## config.mk

```make
export PLATFORM = sky130hd
export DESIGN_NAME = mips_mc_core
export DESIGN_NICKNAME = d
export VERILOG_FILES = /design/src/rtl/mips_mc_core.sv
export SDC_FILE = /design/constraint.sdc
export NUM_CORES = 2
export LEC_CHECK = 0
export BUFFER_PORTS_ARGS = -buffer_cell sky130_fd_sc_hd__buf_2
export CORE_ASPECT_RATIO = 0.5
export CORE_UTILIZATION = 41
export CTS_BUF_LIST = sky130_fd_sc_hd__clkbuf_2 sky130_fd_sc_hd__clkbuf_4 sky130_fd_sc_hd__clkbuf_8
export DETAILED_ROUTE_END_ITERATION = 8
export SKIP_CTS_REPAIR_TIMING = 1
export SLEW_MARGIN = 20
export SYNTH_ARGS = -nofsm -noshare
export SYNTH_HDL_FRONTEND = slang
export SYNTH_SLANG_ARGS = --single-unit
```

## constraint.sdc

```tcl
create_clock -name clk -period 4.43 [get_ports clk]
set_input_delay 0.2215 -clock clk [delete_from_list [all_inputs] [get_ports clk]]
set_output_delay 0.2215 -clock clk [all_outputs]
set_load 0.1 [all_outputs]
```

## src/rtl/mips_mc_core.sv

```systemverilog
// Multi-cycle MIPS32 integer core sharing one instruction/data memory port.
// Define MIPS_MC_TRAP_EN to halt on illegal instructions and misaligned accesses.
module mips_mc_core #(
  parameter int          ADDR_W   = 32,
  parameter logic [31:0] RESET_PC = 32'h0000_0000
) (
  input  logic              clk,
  input  logic              rst_n,
  output logic              mem_req,
  output logic              mem_we,
  output logic [ADDR_W-1:0] mem_addr,
  output logic [31:0]       mem_wdata,
  input  logic [31:0]       mem_rdata,
  input  logic              mem_ready,
  output logic [31:0]       pc,
  output logic              halted,
  output logic [2:0]        dbg_state
);

  // Memory handshake: a transfer completes on the rising clk where
  // mem_req && mem_ready; until then mem_addr/mem_we/mem_wdata hold steady.

  typedef enum logic [2:0] {
    S_BOOT, S_FETCH, S_DECODE, S_EXEC, S_MEM, S_WB, S_HALT
  } state_t;

`ifdef MIPS_MC_TRAP_EN
  localparam bit     TRAP_EN  = 1'b1;
  localparam state_t BAD_NEXT = S_HALT;
`else
  localparam bit     TRAP_EN  = 1'b0;
  localparam state_t BAD_NEXT = S_FETCH;
`endif

  localparam logic [5:0] OP_RTYPE = 6'h00, OP_J    = 6'h02, OP_JAL  = 6'h03,
                         OP_BEQ   = 6'h04, OP_BNE  = 6'h05, OP_ADDI = 6'h08,
                         OP_SLTI  = 6'h0A, OP_ANDI = 6'h0C, OP_ORI  = 6'h0D,
                         OP_LW    = 6'h23, OP_SW   = 6'h2B;
  localparam logic [5:0] F_SLL = 6'h00, F_SRL = 6'h02, F_JR  = 6'h08,
                         F_ADD = 6'h20, F_SUB = 6'h22, F_AND = 6'h24,
                         F_OR  = 6'h25, F_SLT = 6'h2A;

  state_t      state_q, state_d;
  logic [31:0] pc_q, pc_d;
  logic [31:0] ir_q, a_q, b_q, tgt_q, alu_q, alu_d, mdr_q;
  logic [31:0] regs [32];

  logic        rf_we;
  logic [4:0]  rf_waddr;
  logic [31:0] rf_wdata;

  logic [5:0]  op, funct;
  logic [4:0]  rs, rt, rd, shamt;
  logic [31:0] sext_imm, zext_imm, ea, j_target;
  logic        fetch_ok;

  assign op       = ir_q[31:26];
  assign rs       = ir_q[25:21];
  assign rt       = ir_q[20:16];
  assign rd       = ir_q[15:11];
  assign shamt    = ir_q[10:6];
  assign funct    = ir_q[5:0];
  assign sext_imm = {{16{ir_q[15]}}, ir_q[15:0]};
  assign zext_imm = {16'h0000, ir_q[15:0]};
  assign ea       = a_q + sext_imm;
  assign j_target = {pc_q[31:28], ir_q[25:0], 2'b00};
  // A misaligned PC never reaches the bus in the trap build.
  assign fetch_ok = !(TRAP_EN && (pc_q[1:0] != 2'b00));

  assign pc        = pc_q;
  assign halted    = TRAP_EN && (state_q == S_HALT);
  assign dbg_state = state_q;

  always_ff @(posedge clk or negedge rst_n) begin
    if (!rst_n) state_q <= S_BOOT;
    else        state_q <= state_d;
  end

  always_comb begin
    state_d  = state_q;
    pc_d     = pc_q;
    alu_d    = alu_q;
    rf_we    = 1'b0;
    rf_waddr = 5'd0;
    rf_wdata = 32'd0;
    case (state_q)
      S_BOOT:   state_d = S_FETCH;
      S_FETCH: begin
        if (!fetch_ok) begin
          state_d = S_HALT;
        end else if (mem_ready) begin
          state_d = S_DECODE;
          pc_d    = pc_q + 32'd4;
        end
      end
      S_DECODE: state_d = S_EXEC;
      S_EXEC: begin
        state_d = S_FETCH;
        case (op)
          OP_RTYPE: begin
            state_d = S_WB;
            case (funct)
              F_ADD: alu_d = a_q + b_q;
              F_SUB: alu_d = a_q - b_q;
              F_AND: alu_d = a_q & b_q;
              F_OR:  alu_d = a_q | b_q;
              F_SLT: alu_d = {31'd0, $signed(a_q) < $signed(b_q)};
              F_SLL: alu_d = b_q << shamt;
              F_SRL: alu_d = b_q >> shamt;
              F_JR: begin
                pc_d    = a_q;
                state_d = S_FETCH;
              end
              default: state_d = BAD_NEXT;
            endcase
          end
          OP_ADDI: begin alu_d = a_q + sext_imm; state_d = S_WB; end
          OP_SLTI: begin alu_d = {31'd0, $signed(a_q) < $signed(sext_imm)}; state_d = S_WB; end
          OP_ANDI: begin alu_d = a_q & zext_imm; state_d = S_WB; end
          OP_ORI:  begin alu_d = a_q | zext_imm; state_d = S_WB; end
          OP_LW, OP_SW: begin
            alu_d = ea;
            if (TRAP_EN && (ea[1:0] != 2'b00)) state_d = S_HALT;
            else                               state_d = S_MEM;
          end
          OP_BEQ: if (a_q == b_q) pc_d = tgt_q;
          OP_BNE: if (a_q != b_q) pc_d = tgt_q;
          OP_J:   pc_d = j_target;
          OP_JAL: begin
            // pc_q already holds the return address (jal + 4).
            pc_d     = j_target;
            rf_we    = 1'b1;
            rf_waddr = 5'd31;
            rf_wdata = pc_q;
          end
          default: state_d = BAD_NEXT;
        endcase
      end
      S_MEM: begin
        if (mem_ready) begin
          if (op == OP_LW) state_d = S_WB;
          else             state_d = S_FETCH;
        end
      end
      S_WB: begin
        state_d  = S_FETCH;
        rf_we    = 1'b1;
        rf_waddr = (op == OP_RTYPE) ? rd : rt;
        rf_wdata = (op == OP_LW) ? mdr_q : alu_q;
      end
      S_HALT:  state_d = S_HALT;
      default: state_d = S_BOOT;
    endcase
  end

  // Bus outputs are a pure function of registered state.
  always_comb begin
    mem_req   = 1'b0;
    mem_we    = 1'b0;
    mem_addr  = '0;
    mem_wdata = 32'd0;
    if (state_q == S_FETCH && fetch_ok) begin
      mem_req  = 1'b1;
      mem_addr = pc_q[ADDR_W-1:0];
    end else if (state_q == S_MEM) begin
      mem_req  = 1'b1;
      mem_addr = alu_q[ADDR_W-1:0];
      if (op == OP_SW) begin
        mem_we    = 1'b1;
        mem_wdata = b_q;
      end
    end
    if (!TRAP_EN) mem_addr[1:0] = 2'b00;
  end

  always_ff @(posedge clk or negedge rst_n) begin
    if (!rst_n) begin
      pc_q  <= RESET_PC;
      ir_q  <= 32'd0;
      a_q   <= 32'd0;
      b_q   <= 32'd0;
      tgt_q <= 32'd0;
      alu_q <= 32'd0;
      mdr_q <= 32'd0;
    end else begin
      pc_q  <= pc_d;
      alu_q <= alu_d;
      if (state_q == S_FETCH && fetch_ok && mem_ready) ir_q <= mem_rdata;
      if (state_q == S_DECODE) begin
        a_q   <= regs[rs];
        b_q   <= regs[rt];
        tgt_q <= pc_q + (sext_imm << 2);
      end
      if (state_q == S_MEM && mem_ready && op == OP_LW) mdr_q <= mem_rdata;
    end
  end

  // $0 is never written, so it keeps its reset value of zero.
  always_ff @(posedge clk or negedge rst_n) begin
    if (!rst_n) begin
      for (int i = 0; i < 32; i++) regs[i] <= 32'd0;
    end else if (rf_we && rf_waddr != 5'd0) begin
      regs[rf_waddr] <= rf_wdata;
    end
  end

endmodule

```

== Yosys cells after proc, flatten, opt, wreduce, memory -nomap -nowiden ==
Cells that the tools add are included.

* Add/sub/neg operators: 5
* Order comparisons: 6
* Equal/unequal tests: 34
* Shift-type cells: 2
* Multiplexer cells: 41
* Bitwise logic cells: 7
* Reduce and logical (&&, ||, !) cells: 21

{| class="wikitable"
|+ Operators by type and width
! operator !! count
|-
| bitwise mux 1024 bit || 1
|-
| 2-to-1 mux 32 bit || 16
|-
| binary-select mux 32 bit (select 5 bit) || 2
|-
| case mux 32 bit (7 select lines) || 1
|-
| demux 32 bit (select 5 bit) || 1
|-
| case mux 32 bit (5 select lines) || 1
|-
| case mux 32 bit (2 select lines) || 2
|-
| case mux 32 bit (4 select lines) || 1
|-
| adder 32 bit || 3
|-
| == test 6 bit, second input constant || 7
|-
| adder 32 x 3 -> 32 bit, second input constant || 1
|-
| bitwise AND 32 x 16 -> 32 bit || 1
|-
| bitwise AND 32 bit || 1
|-
| == test 32 bit || 1
|-
| < comparator 32 x 16 -> 1 bit || 1
|-
| < comparator 32 bit || 1
|-
| inequality test 32 bit || 1
|-
| OR 32 x 16 -> 32 bit || 1
|-
| OR 32 bit || 1
|-
| left shift 32 x 5 -> 32 bit || 1
|-
| right shift 32 x 5 -> 32 bit || 1
|-
| subtractor 32 bit || 1
|-
| == test 6 x 4 -> 1 bit, second input constant || 5
|-
| == test 6 x 2 -> 1 bit, second input constant || 3
|-
| other kinds (33) || 61
|}

* Flip-flop bits (word level): 1251
* Output and inout port bits: 102

== Longest topological paths before layout ==
* Word-level depth: 9
* Mapped depth: 16
* Depth with buffers taken out: 13

== Least setup slack after synthesis ==
No wires, ideal clock.

* Path type: register to register
* From: reg ir_q[8]
* To: reg alu_q[30]
* Data arrival time: 3.966 ns
* Path slack: 0.338 ns
* Stages on the path, launching flop included: 16
* Buffers on the path: 4
* Clock period less this slack: 4.092 ns
* Cell sequence: dfrtp_1 > clkbuf_1 > inv_1 > buf_1 > buf_1 > clkbuf_1 > ha_1 > nand3_1 > o31ai_1 > a221oi_1 > o2111a_1 > or4_1 > o211ai_1 > mux2_1 > a21oi_1 > a211oi_1

* Longest elaborated chain between the ends: 3
* Elaborated cells between the ends (all ways): 5
* Those cells by class: add/sub (1); shift (2); mux (2)

{| class="wikitable"
|+ RTL lines
! what !! line !! source
|-
| from (decl) || 45 || <nowiki>logic [31:0] ir_q, a_q, b_q, tgt_q, alu_q, alu_d, mdr_q;</nowiki>
|-
| from (signal assigned) || 188 || <nowiki>if (state_q == S_FETCH && fetch_ok && mem_ready) ir_q <= mem_rdata;</nowiki>
|-
| branches (longest 2 deep; another with adder 32 bit) || - ||
|-
| case mux 32 bit (5 select lines) * || 99 || <nowiki>case (op)</nowiki>
|-
| to (signal assigned) || 187 || <nowiki>alu_q <= alu_d;</nowiki>
|-
| to (decl) || 45 ||
|}

Every way passes the cells marked *.
A chain may end at the register's enable or synchronous reset.

== Worst setup path after layout ==
* From: reg state_q[2] (netlist: dbg_state[2])
* To: out mem_wdata[0]

* Longest elaborated chain between the ends: 3
* Elaborated cells between the ends (all ways): 4
* Those cells by class: eq/ne (2); mux (2)

{| class="wikitable"
|+ RTL lines
! what !! line !! source
|-
| from (decl) || 43 || <nowiki>state_t state_q, state_d;</nowiki>
|-
| from (signal assigned) || 76 || <nowiki>else state_q <= state_d;</nowiki>
|-
| == test 3 bit || 165 || <nowiki>end else if (state_q == S_MEM) begin</nowiki>
|-
| 2-to-1 mux 32 bit || 165 ||
|-
| 2-to-1 mux 32 bit * || 162 || <nowiki>if (state_q == S_FETCH && fetch_ok) begin</nowiki>
|-
| to (decl) || 12 || <nowiki>output logic [31:0] mem_wdata,</nowiki>
|}

Every way passes the cells marked *; elsewhere a longest branch is shown, timed or not.

==> flow_metrics.env <==
export IMPL_cts_made_buffers=194
export IMPL_setup_violations=0
export IMPL_clockRootBuffer="clkbuf_8"
export IMPL_vdd_ir_drop_max_uv=984
export IMPL_antenna_found_initial=18
export IMPL_path_clk_slew_ns=0.07
export IMPL_synth_edff_count=0
export IMPL_rsz0062_at_grt="no"
export IMPL_drcViolationCount=0
export IMPL_grt_pass1_vias=58600
export IMPL_vias=61800
export IMPL_wirelength_um=287000
export IMPL_layout_nets=7576
export IMPL_numPortBuffers=133
export IMPL_finalMaxSlewViolations=0
export IMPL_fin_setup_tns_ns=0
export IMPL_tightest_slew_ns=1.25
export IMPL_critPathRequiredTime_ns=4.21
export IMPL_initial_utilization=0.415
export IMPL_ios=137
export IMPL_clk_path_buf_depth=3
export IMPL_place_hpwl_um=189000
export IMPL_grt_total_usage=0.307
export IMPL_synthFlopType="dfrtp_1"
export IMPL_dpl_cell_area_sq_um=79700
export IMPL_yosysUniqueCellTypes=99
export IMPL_run_status="completed"
export IMPL_area_growth_pct=12.5
export IMPL_ant_nets=0
export IMPL_power_per_cell_area_nw_per_um2=535
export IMPL_die_h_um=305
export IMPL_syn_avg_cell_area_sq_um=10.3
export IMPL_gp_congestion=1.01
export IMPL_drt_first_pass_iters=6
export IMPL_routedWlPerCell_um=29.0
export IMPL_regToRegSetupSlack_ns=0.41
export IMPL_cts_tree="built"
export IMPL_yosysSeqAreaShare=0.416
export IMPL_fin_util=0.467
export IMPL_worst_path_max_fanout=33
export IMPL_cp_end_kind="output port"
export IMPL_drive_above_1_share=0.223
export IMPL_fmax_mhz=246
export IMPL_fin_crit_sh=0.919
export IMPL_grt_ovfl_total=0
export IMPL_synth_ff_latch_count=1251
export IMPL_crit_type="flop to output port"
export IMPL_netlist_instances=7323
export IMPL_leakage_nw=36.0
export IMPL_maxSlewHeadroom=0.165
export IMPL_synth_warnings=0
export IMPL_routed_via_density=6.25
export IMPL_hold_viol_final=0
export IMPL_die_w_um=608
export IMPL_hold_path_class="input pin to async pin"
export IMPL_design_core_area_sq_um=181000
export IMPL_grt_pass1_wl_um=416000
export IMPL_min_period_ns=4.07
export IMPL_drt_iter0_drc=7757
export IMPL_grt_max_degree=135
export IMPL_fin_skew_ns=0.0705
export IMPL_netlist_area_sq_um=75200
export IMPL_drv_cap=0
export IMPL_clkLatencyLatePin_ns=1.00
export IMPL_cp_data_arrival_time_ns=3.85
export IMPL_postSynth_asyncResetShare=1.00
export IMPL_die_area_sq_um=185000
export IMPL_cts_htree_levels=4
export IMPL_startpoint_type="flop"
export IMPL_finish_instance_area_sq_um=84600
export IMPL_num_rows=110
export IMPL_clock_sinks=1251
## critical path, cell delays in order (launching register included)
cell and delay [ns]:
dfrtp_1 0.68, nand2b_1 0.16, nor2_2 0.10, buf_4 0.39
and3_1 0.21, buf_4 0.34, and2_1 0.39, buf_2 0.54
## through the flow
stage | instances | power, mW | hold slack [ns] | setup slack [ns]
2_1_floorplan | 7325 | 27.2 | -0.0741 | 0.338
3_3_place_gp | 9503 | 33.8 | 0.253 | 0.608
3_5_place_dp | 9503 | 33.9 | 0.262 | 0.536
4_1_cts | 9855 | 45.0 | -0.832 | 0.370
5_1_grt | 9898 | 46.9 | 0.0296 | 0.131
6_report | 9903 | 45.3 | 0.0382 | 0.358
## path summary, 6_finish.rpt
path	from	to	cells after the start
max in group asynchronous	rst_n	regs[993]$_DFFE_PN0P_	3
worst min register to register	regs[1020]$_DFFE_PN0P_	regs[1020]$_DFFE_PN0P_	0
worst max register to register	ir_q[4]$_DFFE_PN0P_	alu_q[29]$_DFFE_PN0P_	12
min in group clk	mem_rdata[23]	ir_q[23]$_DFFE_PN0P_	4
worst min-delay path	rst_n	regs[958]$_DFFE_PN0P_	3
worst max-delay path	dbg_state[2]$_DFFE_PN0P_	mem_wdata[0]	7
## power by group
group	switching, mW	total, mW	internal (mW)	leakage, nW
clock network	5.19	11.1	5.95	2.33
logic	13.3	20.0	6.76	16.4
registers	1.92	14.1	12.2	17.2
## state kept, by name (all words and copies together) (netlist names)
signal and flops:
tgt_q 32, a_q 32, alu_q 32, b_q 32, mdr_q 32, dbg_state 3
regs 1024, pc 32, ir_q 32
## cells in the mapped netlist, types with 54 or more instances
cell,count,area [sq um]
inv_1,151,567
a21oi_1,974,4870
nor3_1,54,270
ha_1,205,2560
mux4_2,677,15200
nor2_1,900,3380
dfrtp_1,1251,31300
mux2i_1,111,1110
nand2_1,804,3020
buf_1,75,282
buf_2,62,310
o21ai_0,628,3140
clkbuf_1,543,2040
## cell families (layout without fill, tap and decap cells)
group | after synthesis | count (layout) | share of synthesized area
flops | 1251 | 1251 | 0.416
xor+xnor | 67 | 67 | 0.00781
buf+inv | 846 | 1009 | 0.0439
mux | 833 | 833 | 0.224
compound gates | 2098 | 2098 | 0.161
fa+ha+maj | 209 | 209 | 0.0352
simple gates | 2018 | 2018 | 0.111
other cells | 1 | 10 | 0.0000499
## layout by cell type, fill, tap and decap left out, types with 40 or more instances in the layout
| master | n |
|---|---|
| a211oi_1 | 40 |
| a21oi_1 | 940 |
| a221oi_1 | 49 |
| a22o_1 | 40 |
| and2_1 | 44 |
| buf_12 | 56 |
| buf_2 | 132 |
| buf_4 | 274 |
| clkbuf_4 | 60 |
| clkbuf_8 | 252 |
| dfrtp_1 | 1236 |
| dlygate4sd3_1 | 40 |
| ha_1 | 205 |
| inv_1 | 150 |
| mux2_2 | 44 |
| mux2i_1 | 111 |
| mux4_2 | 677 |
| nand2_1 | 798 |
| nand3_1 | 49 |
| nor2_1 | 882 |
| nor3_1 | 54 |
| o211ai_1 | 49 |
| o21ai_0 | 628 |
| xnor2_1 | 51 |
## final cells by class
cell class / count / area, sq um
timing repair buffer: 503 / 4270
multi-input combinational: 5228 / 41000
antenna: 7 / 17.5
clock buffer: 312 / 3920
inverter: 154 / 578
fill: 16600 / 96400
tap: 2408 / 3010
sequential: 1251 / 31400
clock inverter: 40 / 469
## metal layers
layer / up-vias / GRT usage / wire length, um
met3: 729 / 0.0865 / 32100
li1: 26700 / - / -
met1: 31100 / 0.423 / 116000
met5: - / 0 / 68
met4: 10 / 0.159 / 16300
met2: 3314 / 0.441 / 123000
(Power assumes the default switching activity.)
